`src/rtl/multi_channel_timer.sv`:
```
// CHANNELS independent down-counting tick timers sharing one system clock.
// Each channel runs its own prescaler phase and supports one-shot or auto-reload operation.
module multi_channel_timer #(
  parameter int unsigned CLOCK_HZ    = 125_000_000,
  parameter int unsigned TICK_HZ     = 1,
  parameter int unsigned CHANNELS    = 4,
  parameter int unsigned COUNT_WIDTH = 4
) (
  input  logic                            clock,
  input  logic                            resetN,
  input  logic [CHANNELS-1:0]             start,
  input  logic [CHANNELS-1:0]             stop,
  input  logic [CHANNELS-1:0]             periodic,
  input  logic [CHANNELS*COUNT_WIDTH-1:0] value,
  output logic [CHANNELS-1:0]             running,
  output logic [CHANNELS-1:0]             expired,
  output logic [CHANNELS-1:0]             tick,
  output logic [CHANNELS*COUNT_WIDTH-1:0] remaining
);

  localparam int unsigned DIVIDE  = CLOCK_HZ / TICK_HZ;
  localparam int unsigned PHASE_W = (DIVIDE > 2) ? $clog2(DIVIDE) : 1;
  localparam logic [PHASE_W-1:0] LAST_PHASE = PHASE_W'(DIVIDE - 1);

  if (DIVIDE < 2) begin : g_divide_check
    $error("multi_channel_timer: CLOCK_HZ / TICK_HZ must be at least 2");
  end

  typedef enum logic {
    IDLE = 1'b0,
    RUN  = 1'b1
  } state_t;

  for (genvar i = 0; i < CHANNELS; i++) begin : g_ch
    state_t                 state_q, state_d;
    logic [PHASE_W-1:0]     phase_q, phase_d;
    logic [COUNT_WIDTH-1:0] rem_q, rem_d;
    logic [COUNT_WIDTH-1:0] reload_q, reload_d;
    logic [COUNT_WIDTH-1:0] load_val;
    logic                   mode_q, mode_d;
    logic                   tick_q, tick_d;
    logic                   exp_q, exp_d;
    logic                   zero_load, wrap, last;

    assign load_val  = value[i*COUNT_WIDTH +: COUNT_WIDTH];
    assign zero_load = (load_val == '0);
    assign wrap      = (state_q == RUN) && (phase_q == LAST_PHASE);
    // rem_q can never be 0 in RUN, so <= 1 only guards against underflow
    assign last      = wrap && (rem_q <= COUNT_WIDTH'(1));

    // State and datapath registers
    always_ff @(posedge clock or negedge resetN) begin
      if (!resetN) begin
        state_q  <= IDLE;
        phase_q  <= '0;
        rem_q    <= '0;
        reload_q <= '0;
        mode_q   <= 1'b0;
        tick_q   <= 1'b0;
        exp_q    <= 1'b0;
      end else begin
        state_q  <= state_d;
        phase_q  <= phase_d;
        rem_q    <= rem_d;
        reload_q <= reload_d;
        mode_q   <= mode_d;
        tick_q   <= tick_d;
        exp_q    <= exp_d;
      end
    end

    // Next state: start beats stop beats terminal count
    always_comb begin
      state_d = state_q;
      if (start[i]) begin
        state_d = zero_load ? IDLE : RUN;
      end else if (stop[i]) begin
        state_d = IDLE;
      end else if (last && !mode_q) begin
        state_d = IDLE;
      end
    end

    // Datapath next values and pulse outputs
    always_comb begin
      phase_d  = phase_q;
      rem_d    = rem_q;
      reload_d = reload_q;
      mode_d   = mode_q;
      tick_d   = 1'b0;
      exp_d    = 1'b0;
      if (start[i]) begin
        phase_d  = '0;
        rem_d    = load_val;
        reload_d = load_val;
        mode_d   = periodic[i];
        exp_d    = zero_load;
      end else if (stop[i]) begin
        phase_d = '0;
        rem_d   = '0;
      end else if (wrap) begin
        phase_d = '0;
        tick_d  = 1'b1;
        if (last) begin
          exp_d = 1'b1;
          rem_d = mode_q ? reload_q : '0;
        end else begin
          rem_d = rem_q - COUNT_WIDTH'(1);
        end
      end else if (state_q == RUN) begin
        phase_d = phase_q + PHASE_W'(1);
      end
    end

    assign running[i]                            = (state_q == RUN);
    assign tick[i]                               = tick_q;
    assign expired[i]                            = exp_q;
    assign remaining[i*COUNT_WIDTH +: COUNT_WIDTH] = rem_q;
  end

endmodule

```
`config.mk`:
```
export PLATFORM = sky130hd
export DESIGN_NAME = multi_channel_timer
export DESIGN_NICKNAME = d
export VERILOG_FILES = /design/src/rtl/multi_channel_timer.sv
export SDC_FILE = /design/constraint.sdc
export NUM_CORES = 1
export LEC_CHECK = 0
export BUFFER_PORTS_ARGS = -buffer_cell sky130_fd_sc_hd__buf_2
export CAP_MARGIN = 0
export CORE_MARGIN = 1.5
export CORE_UTILIZATION = 58
export CTS_BUF_LIST = sky130_fd_sc_hd__clkbuf_4
export DETAILED_ROUTE_END_ITERATION = 10
export MAX_ROUTING_LAYER = met4
export PLACE_DENSITY_LB_ADDON = 0.15
export SLEW_MARGIN = 20
export SYNTH_ARGS = -nofsm -noshare
export SYNTH_HDL_FRONTEND = slang
export SYNTH_SLANG_ARGS = --single-unit
export TNS_END_PERCENT = 1
```
`constraint.sdc`:
```
create_clock -name clock -period 4.6 [get_ports clock]
set_input_delay 0.23 -clock clock [delete_from_list [all_inputs] [get_ports clock]]
set_output_delay 0.23 -clock clock [all_outputs]
set_load 0.01 [all_outputs]
```
==> flow_summary.json, run 1 <==
{
  "status": "finished clean",
  "globalRouteOverflowTotal": 0,
  "antenna_found_initial": 0,
  "worstPathRequired_ps": 5070,
  "slowest_stage": "o21ai_4",
  "ant_nets": 0,
  "gr-usage-all-layers_pct": 25.61,
  "drt-initial-drc-count": 531,
  "insertion_delay_ps": 580,
  "clk_pin_slew_worst_paths_ps": 130,
  "finalCoreUtilization_pct": 65.52,
  "first_pass_iters": 5,
  "r2r_start": "g_ch[2].phase_q[13]",
  "synth_edf_count": 0,
  "wirelength_mm": 18.33,
  "rsz0062_at_grt": "no",
  "die-width_um": 124.1,
  "ys_seq_area_share_pct": 45.92,
  "power.density_mw_per_mm2": 267.5,
  "ys_ff_latch": 156,
  "antenna_cells": 0,
  "cts.htree.levels": 4,
  "via_per_inst": 5.788,
  "worstPathArrival_ps": 3210,
  "syn_inst": 925,
  "grt_pass1_vias": 6265,
  "worst_slew_pin_slew_ps": 1128,
  "drcViolationCount": 0,
  "gp_congestion": 0.8357,
  "yosysWarnings": 0,
  "path_cells": "or4b_1, or4_4, o21ai_4, nand2_1, o32a_1",
  "place_area_mm2": 0.008843,
  "numCtsBuffers": 17,
  "r2r_cells": 5,
  "ys.flop_type": "dfrtp_1",
  "fin_crit_sh_pct": 59.52,
  "grt_pass1_wl_mm": 30.28,
  "path_max_fanout": 28,
  "finalCriticalPeriod_ps": 2738,
  "fp.dieH_um": 124.1,
  "hold_class": "input pin to flip-flop",
  "core-area_mm2": 0.01442,
  "avgSynthCellArea_um2": 9.191,
  "areaGrowthSynthToFinish_pct": 11.16,
  "clockRootBuffer": "clkbuf_4",
  "fmax_mhz": 365.3,
  "nFillCells": 1217,
  "final_cell_mix": "dfrtp_1, nor2_1, nand2_1, nand3_1, xor2_1",
  "cts_tree": "built",
  "clock-sinks": 156,
  "max-cap-violations": 0,
  "yosys-top-cells-area": "dfrtp_1, xor2_1, nor2_1, nand3_1, nand4_1",
  "synthArstFlopShare_pct": 100.0,
  "syn-cell-area_mm2": 0.008502,
  "setup-violations-final": 0,
  "rows": 44,
  "vias": 6899,
  "maxSlewViolCount": 0,
  "mostFrequentLayoutCell": "dfrtp_1",
  "p_leak_nw": 3.991,
  "stdcell_count": 1192,
  "worst_slack_ps": 1862,
  "dp_hpwl_mm": 12.33,
  "cts_buffer_depth": 2,
  "min-delay-start": "stop[3]",
  "slew_headroom_pct": 24.14,
  "yosysUniqueCellTypes": 61,
  "vdd_drop_max_v": 0.0002237,
  "end_kind": "flip-flop",
  "io_buffers": 57,
  "synth_top_area_share_pct": 45.92,
  "place_inst": 1128,
  "rr_endpoint": "g_ch[2].rem_q[3]",
  "start_kind": "flip-flop",
  "final_nets": 1037,
  "max_stage_delay_ps": 610,
  "io_pins": 58,
  "synth_area_leader_cell": "dfrtp_1",
  "design_area_mm2": 0.009450,
  "crit_type": "flip-flop to flip-flop",
  "dp_slack_ps": 1658,
  "wl_per_cell_um": 15.38,
  "post_cts_resized": 0,
  "hold_viol_final": 0,
  "hold_path_end": "g_ch[3].phase_q[26]",
  "fin_skew_ps": 26.83,
  "grt_max_degree": 74,
  "synth_nets": 967,
  "setup_tns_ps": 0,
  "initial_core_util_pct": 58.94,
  "r2r_slack_ps": 1860,
  "drive_gt1_share_pct": 11.81,
  "die_area_mm2": 0.01539,
  "hold_depth": 3
}
## Yosys cell counts (7+ instances only)
master    number
xnor2_1       25
a21boi_0       9
buf_4         13
inv_1         31
o21ai_0       43
or4_1         13
nor4_1        16
nand2_1       75
a31oi_1       13
mux2_2        12
nor3_1        24
and2_1         7
nand3_1       60
and3_1        30
dfrtp_1      156
or3_1          9
and4_1        11
mux2i_1        8
ha_1          12
xor2_1        60
a21oi_1       18
nor2_1       125
clkbuf_1      24
nor4b_1        9
nand4_1       47
## power breakdown
part | internal, W | switching, W | total [W]
Sequential | 0.00141 | 0.0000444 | 0.00145
Combinational | 0.000108 | 0.000146 | 0.000254
Clock | 0.000319 | 0.000503 | 0.000821
## repair_timing
action | 4_1_cts | 5_1_grt
buffers inserted | 0 | 0
hold buffers | 32 | 0
hold endpoints to repair | 115 | 0
## how the worst max path moves through the flow
stage / startpoint / end / slack (ps) / cells past startpoint
2_1_floorplan: g_ch[2].phase_q[15] / g_ch[2].rem_q[2] / 2380 / 5
3_3_place_gp: g_ch[0].phase_q[10] / g_ch[0].rem_q[1] / 1690 / 4
3_5_place_dp: g_ch[0].phase_q[10] / g_ch[0].phase_q[13] / 1660 / 4
4_1_cts: g_ch[0].phase_q[10] / g_ch[0].rem_q[1] / 1620 / 5
5_1_grt: g_ch[2].phase_q[13] / g_ch[2].rem_q[2] / 1740 / 5
6_report: g_ch[2].phase_q[13] / g_ch[2].rem_q[3] / 1860 / 5
## layer usage
layer | global-route usage, % | routed length, µm
met5 | - | 0
met4 | 7.457 | 172
met3 | 4.991 | 666
met2 | 38.67 | 8577
met1 | 35.29 | 8912
## final cells by class
class	instances	area, µm²	area share [%]
clock buffer	17	127.6	1.350
clock inverter	15	151.4	1.602
inverter	31	116.4	1.231
multi-input combinational	694	4264	45.12
sequential	156	3904	41.31
tap	184	230.2	2.436
timing repair buffer	95	656.9	6.951
## flip-flops by register name, summed over array words and instances (netlist names)
name and cells:
g_ch.phase_q 108, g_ch.reload_q 16, g_ch.rem_q 16, g_ch.exp_q 4
g_ch.mode_q 4, g_ch.state_q 4, g_ch.tick_q 4
## metrics by stage
stage               hold WS [ps]  power [W]
global route               23.63   0.002648
detailed placement         283.3   0.001709
global placement           294.2   0.001705
finish                     45.67   0.002528
floorplan                 -65.59   0.001611
CTS                        5.428   0.002554
## cell families (layout without fill, tap and decap cells)
| family | after synthesis | in the layout | synth area share [%] |
|---|---|---|---|
| and+or+nand+nor | 461 | 461 | 28.48 |
| AOI/OAI and AO/OA | 116 | 116 | 8.536 |
| xor gates and xnor gates | 85 | 85 | 8.756 |
| muxes | 20 | 20 | 2.531 |
| DFF | 156 | 156 | 45.92 |
| adders and majority gates | 12 | 12 | 1.766 |
| buffers and inverters | 75 | 158 | 4.018 |
## critical path: cells and delay by family, from the launching register on
kind / cells / cell delay, ps
simple gates: 3 / 1280
flops: 1 / 440
compound gates: 2 / 930
Power figures use the tool's default switching activity.
==> run 2: changes to the inputs <==
--- a/config.mk
+++ b/config.mk
@@ -5,10 +5,11 @@
 export SDC_FILE = /design/constraint.sdc
 export NUM_CORES = 1
 export LEC_CHECK = 0
+export ABC_AREA = 1
 export BUFFER_PORTS_ARGS = -buffer_cell sky130_fd_sc_hd__buf_2
 export CAP_MARGIN = 0
 export CORE_MARGIN = 1.5
-export CORE_UTILIZATION = 58
+export CORE_UTILIZATION = 57
 export CTS_BUF_LIST = sky130_fd_sc_hd__clkbuf_4
 export DETAILED_ROUTE_END_ITERATION = 10
 export MAX_ROUTING_LAYER = met4
==> constraint.sdc (replaced) <==
create_clock -name clock -period 2.4 [get_ports clock]
set_input_delay 0.12 -clock clock [delete_from_list [all_inputs] [get_ports clock]]
set_output_delay 0.12 -clock clock [all_outputs]
set_load 0.01 [all_outputs]
==> flow_summary.json, run 2 <==
{
  "yosys-top-cells-area": "dfrtp_1, nand2_1, nor2_1, inv_1, nand3_1",
  "synth_nets": 1357,
  "first_pass_iters": 7,
  "fin_skew_ps": 17.30,
  "wirelength_mm": 22.06,
  "cts.htree.levels": 4,
  "drcViolationCount": 0,
  "worstPathRequired_ps": 2920,
  "ant_nets": 0,
  "design_area_mm2": 0.01077,
  "areaGrowthSynthToFinish_pct": 14.86,
  "start_kind": "flip-flop",
  "yosysMostFrequentCell": "nand2_1",
  "yosysWarnings": 0,
  "regMostFlops": "g_ch.phase_q",
  "finalCriticalPeriod_ps": 2173,
  "worst_slew_pin_slew_ps": 550.6,
  "final_cell_mix": "nand2_1, nor2_1, dfrtp_1, inv_1, nand3_1",
  "clock-sinks": 156,
  "max-cap-violations": 0,
  "ys_seq_area_share_pct": 41.64,
  "vias": 8783,
  "synth_edf_count": 0,
  "die_area_mm2": 0.01722,
  "mostFrequentLayoutCell": "nand2_1",
  "vdd_drop_max_v": 0.0004616,
  "fin_hold_ws_ps": 82.81,
  "fp.dieH_um": 131.2,
  "globalRouteOverflowTotal": 0,
  "ys.flop_type": "dfrtp_1",
  "cts_buffer_depth": 2,
  "syn-cell-area_mm2": 0.009374,
  "status": "finished clean",
  "gp_congestion": 0.8769,
  "slew_headroom_pct": 63.29,
  "synth_top_area_share_pct": 41.64,
  "ys_ff_latch": 156,
  "die-width_um": 131.2,
  "rsz0062_at_grt": "no",
  "place_inst": 1567,
  "internal_power_w": 0.003748,
  "drive_gt1_share_pct": 11.03,
  "hold_viol_final": 0,
  "synthArstFlopShare_pct": 100.0,
  "power.density_mw_per_mm2": 486.6,
  "fmax_mhz": 460.2,
  "p_total_w": 0.005239,
  "syn_inst": 1315,
  "wl_per_cell_um": 13.23,
  "p_leak_nw": 4.683,
  "gr-usage-all-layers_pct": 27.33,
  "via_per_inst": 5.269,
  "avgSynthCellArea_um2": 7.129,
  "grt_max_degree": 59,
  "initial_core_util_pct": 58.59,
  "dp_hpwl_mm": 14.95,
  "hold_class": "input pin to async pin",
  "seq_power_share_pct": 54.1,
  "final_nets": 1479,
  "maxSlewViolCount": 0,
  "netSwitchingFraction_pct": 28.46,
  "cts_tree": "built",
  "largestRegisters": "g_ch.phase_q (108), g_ch.reload_q (16), g_ch.rem_q (16)",
  "p_comb_share_pct": 13.3,
  "stdcell_count": 1667,
  "end_kind": "flip-flop",
  "synthTopCellsByCount": "nand2_1, nor2_1, dfrtp_1, inv_1, nand3_1",
  "core-area_mm2": 0.01600,
  "drt-initial-drc-count": 612,
  "grt_pass1_vias": 8437,
  "grt_pass1_wl_mm": 38.27,
  "r2r_slack_ps": 230,
  "setup_tns_ps": 0,
  "path_max_fanout": 6,
  "p_clk_share_pct": 32.5,
  "p_sw_w": 0.001491,
  "antenna_found_initial": 1,
  "clockRootBuffer": "clkbuf_4",
  "io_pins": 58,
  "place_area_mm2": 0.009793,
  "synth_area_leader_cell": "dfrtp_1",
  "setup-violations-final": 0,
  "numCtsBuffers": 17,
  "insertion_delay_ps": 570,
  "clk_pin_slew_worst_paths_ps": 140,
  "yosysUniqueCellTypes": 43,
  "io_buffers": 57,
  "largest_reg_flops": 108,
  "fin_crit_sh_pct": 90.53,
  "rows": 46,
  "crit_type": "flip-flop to flip-flop",
  "worstPathArrival_ps": 2690
}
-- run 2: changes by cell type after synthesis, sizes merged, moves of 17 or more --
cell / delta
a21oi: +52
and3: -28
clkbuf: -19
inv: +118
nand2: +295
nand3: +29
nand4: -17
nor2: +125
nor3: +22
xor2: -43
-- run 2: routing by layer --
| metal | routed length (µm) | track usage (%) |
|---|---|---|
| met3 | 983 | 4.437 |
| met2 | 10570 | 44.50 |
| met1 | 10220 | 35.65 |
| met5 | 0 | - |
| met4 | 279 | 7.428 |
-- run 2: cell type report --
class                      count  area (µm²)
fill                        1387        5234
multi-input combinational    980        4691
sequential                   156        3904
timing repair buffer         132        1035
inverter                     150       564.3
tap                          216       270.3
clock inverter                15       172.7
clock buffer                  17       127.6
antenna                        1       2.502
-- run 2: final timing paths --
| path | to | depth (start not counted) | startpoint |
|---|---|---|---|
| max in group asynchronous | g_ch[2].phase_q[13] | 3 | resetN |
| worst min register to register | g_ch[3].reload_q[2] | 2 | g_ch[3].reload_q[2] |
| min in group clock | g_ch[0].exp_q | 5 | value[2] |
| worst min-delay path | g_ch[0].tick_q | 2 | resetN |
| worst max register to register | g_ch[3].rem_q[2] | 10 | g_ch[3].phase_q[13] |
| worst max-delay path | g_ch[3].rem_q[2] | 10 | g_ch[3].phase_q[13] |
-- run 2: critical path, cell delays in order, from the launching register on --
cell           delay, ps
dfrtp_1              440
inv_1                120
nand2_1              100
nor2_1               160
nand3_1              160
nor2_4               210
nand2_2              120
nand2_1               70
nand3_1               60
a21oi_1              130
dlygate4sd3_1        550
-- run 2: power by group through the flow --
stage | logic (W) | clock network [W] | registers [W]
3_5_place_dp | 0.000586 | 0 | 0.00288
4_1_cts | 0.000690 | 0.00175 | 0.00283
3_3_place_gp | 0.000575 | 0 | 0.00288
6_report | 0.000698 | 0.00171 | 0.00284
5_1_grt | 0.000791 | 0.00185 | 0.00285
2_1_floorplan | 0.000371 | 0 | 0.00288
-- run 2: per-stage QoR --
step	utilization, %	setup slack [ps]
floorplan	-	738.9
global placement	61.21	442.2
detailed placement	61.21	374.6
CTS	67.27	268.9
global route	67.29	85.27
finish	67.29	227.2
-- run 2: cell families after synthesis --
| kind of cell | synth area share (%) |
|---|---|
| AO/OA/AOI/OAI | 7.515 |
| XOR/XNOR | 2.523 |
| adder cells (fa/ha/maj) | 1.602 |
| buffers and inverters | 8.315 |
| flip-flops | 41.64 |
| AND/OR/NAND/NOR | 38.40 |
-- run 2: repair_timing --
action	CTS	global route
hold buffers	67	0
gates resized for setup	0	0
buffers inserted	0	0
hold endpoints to repair	165	0
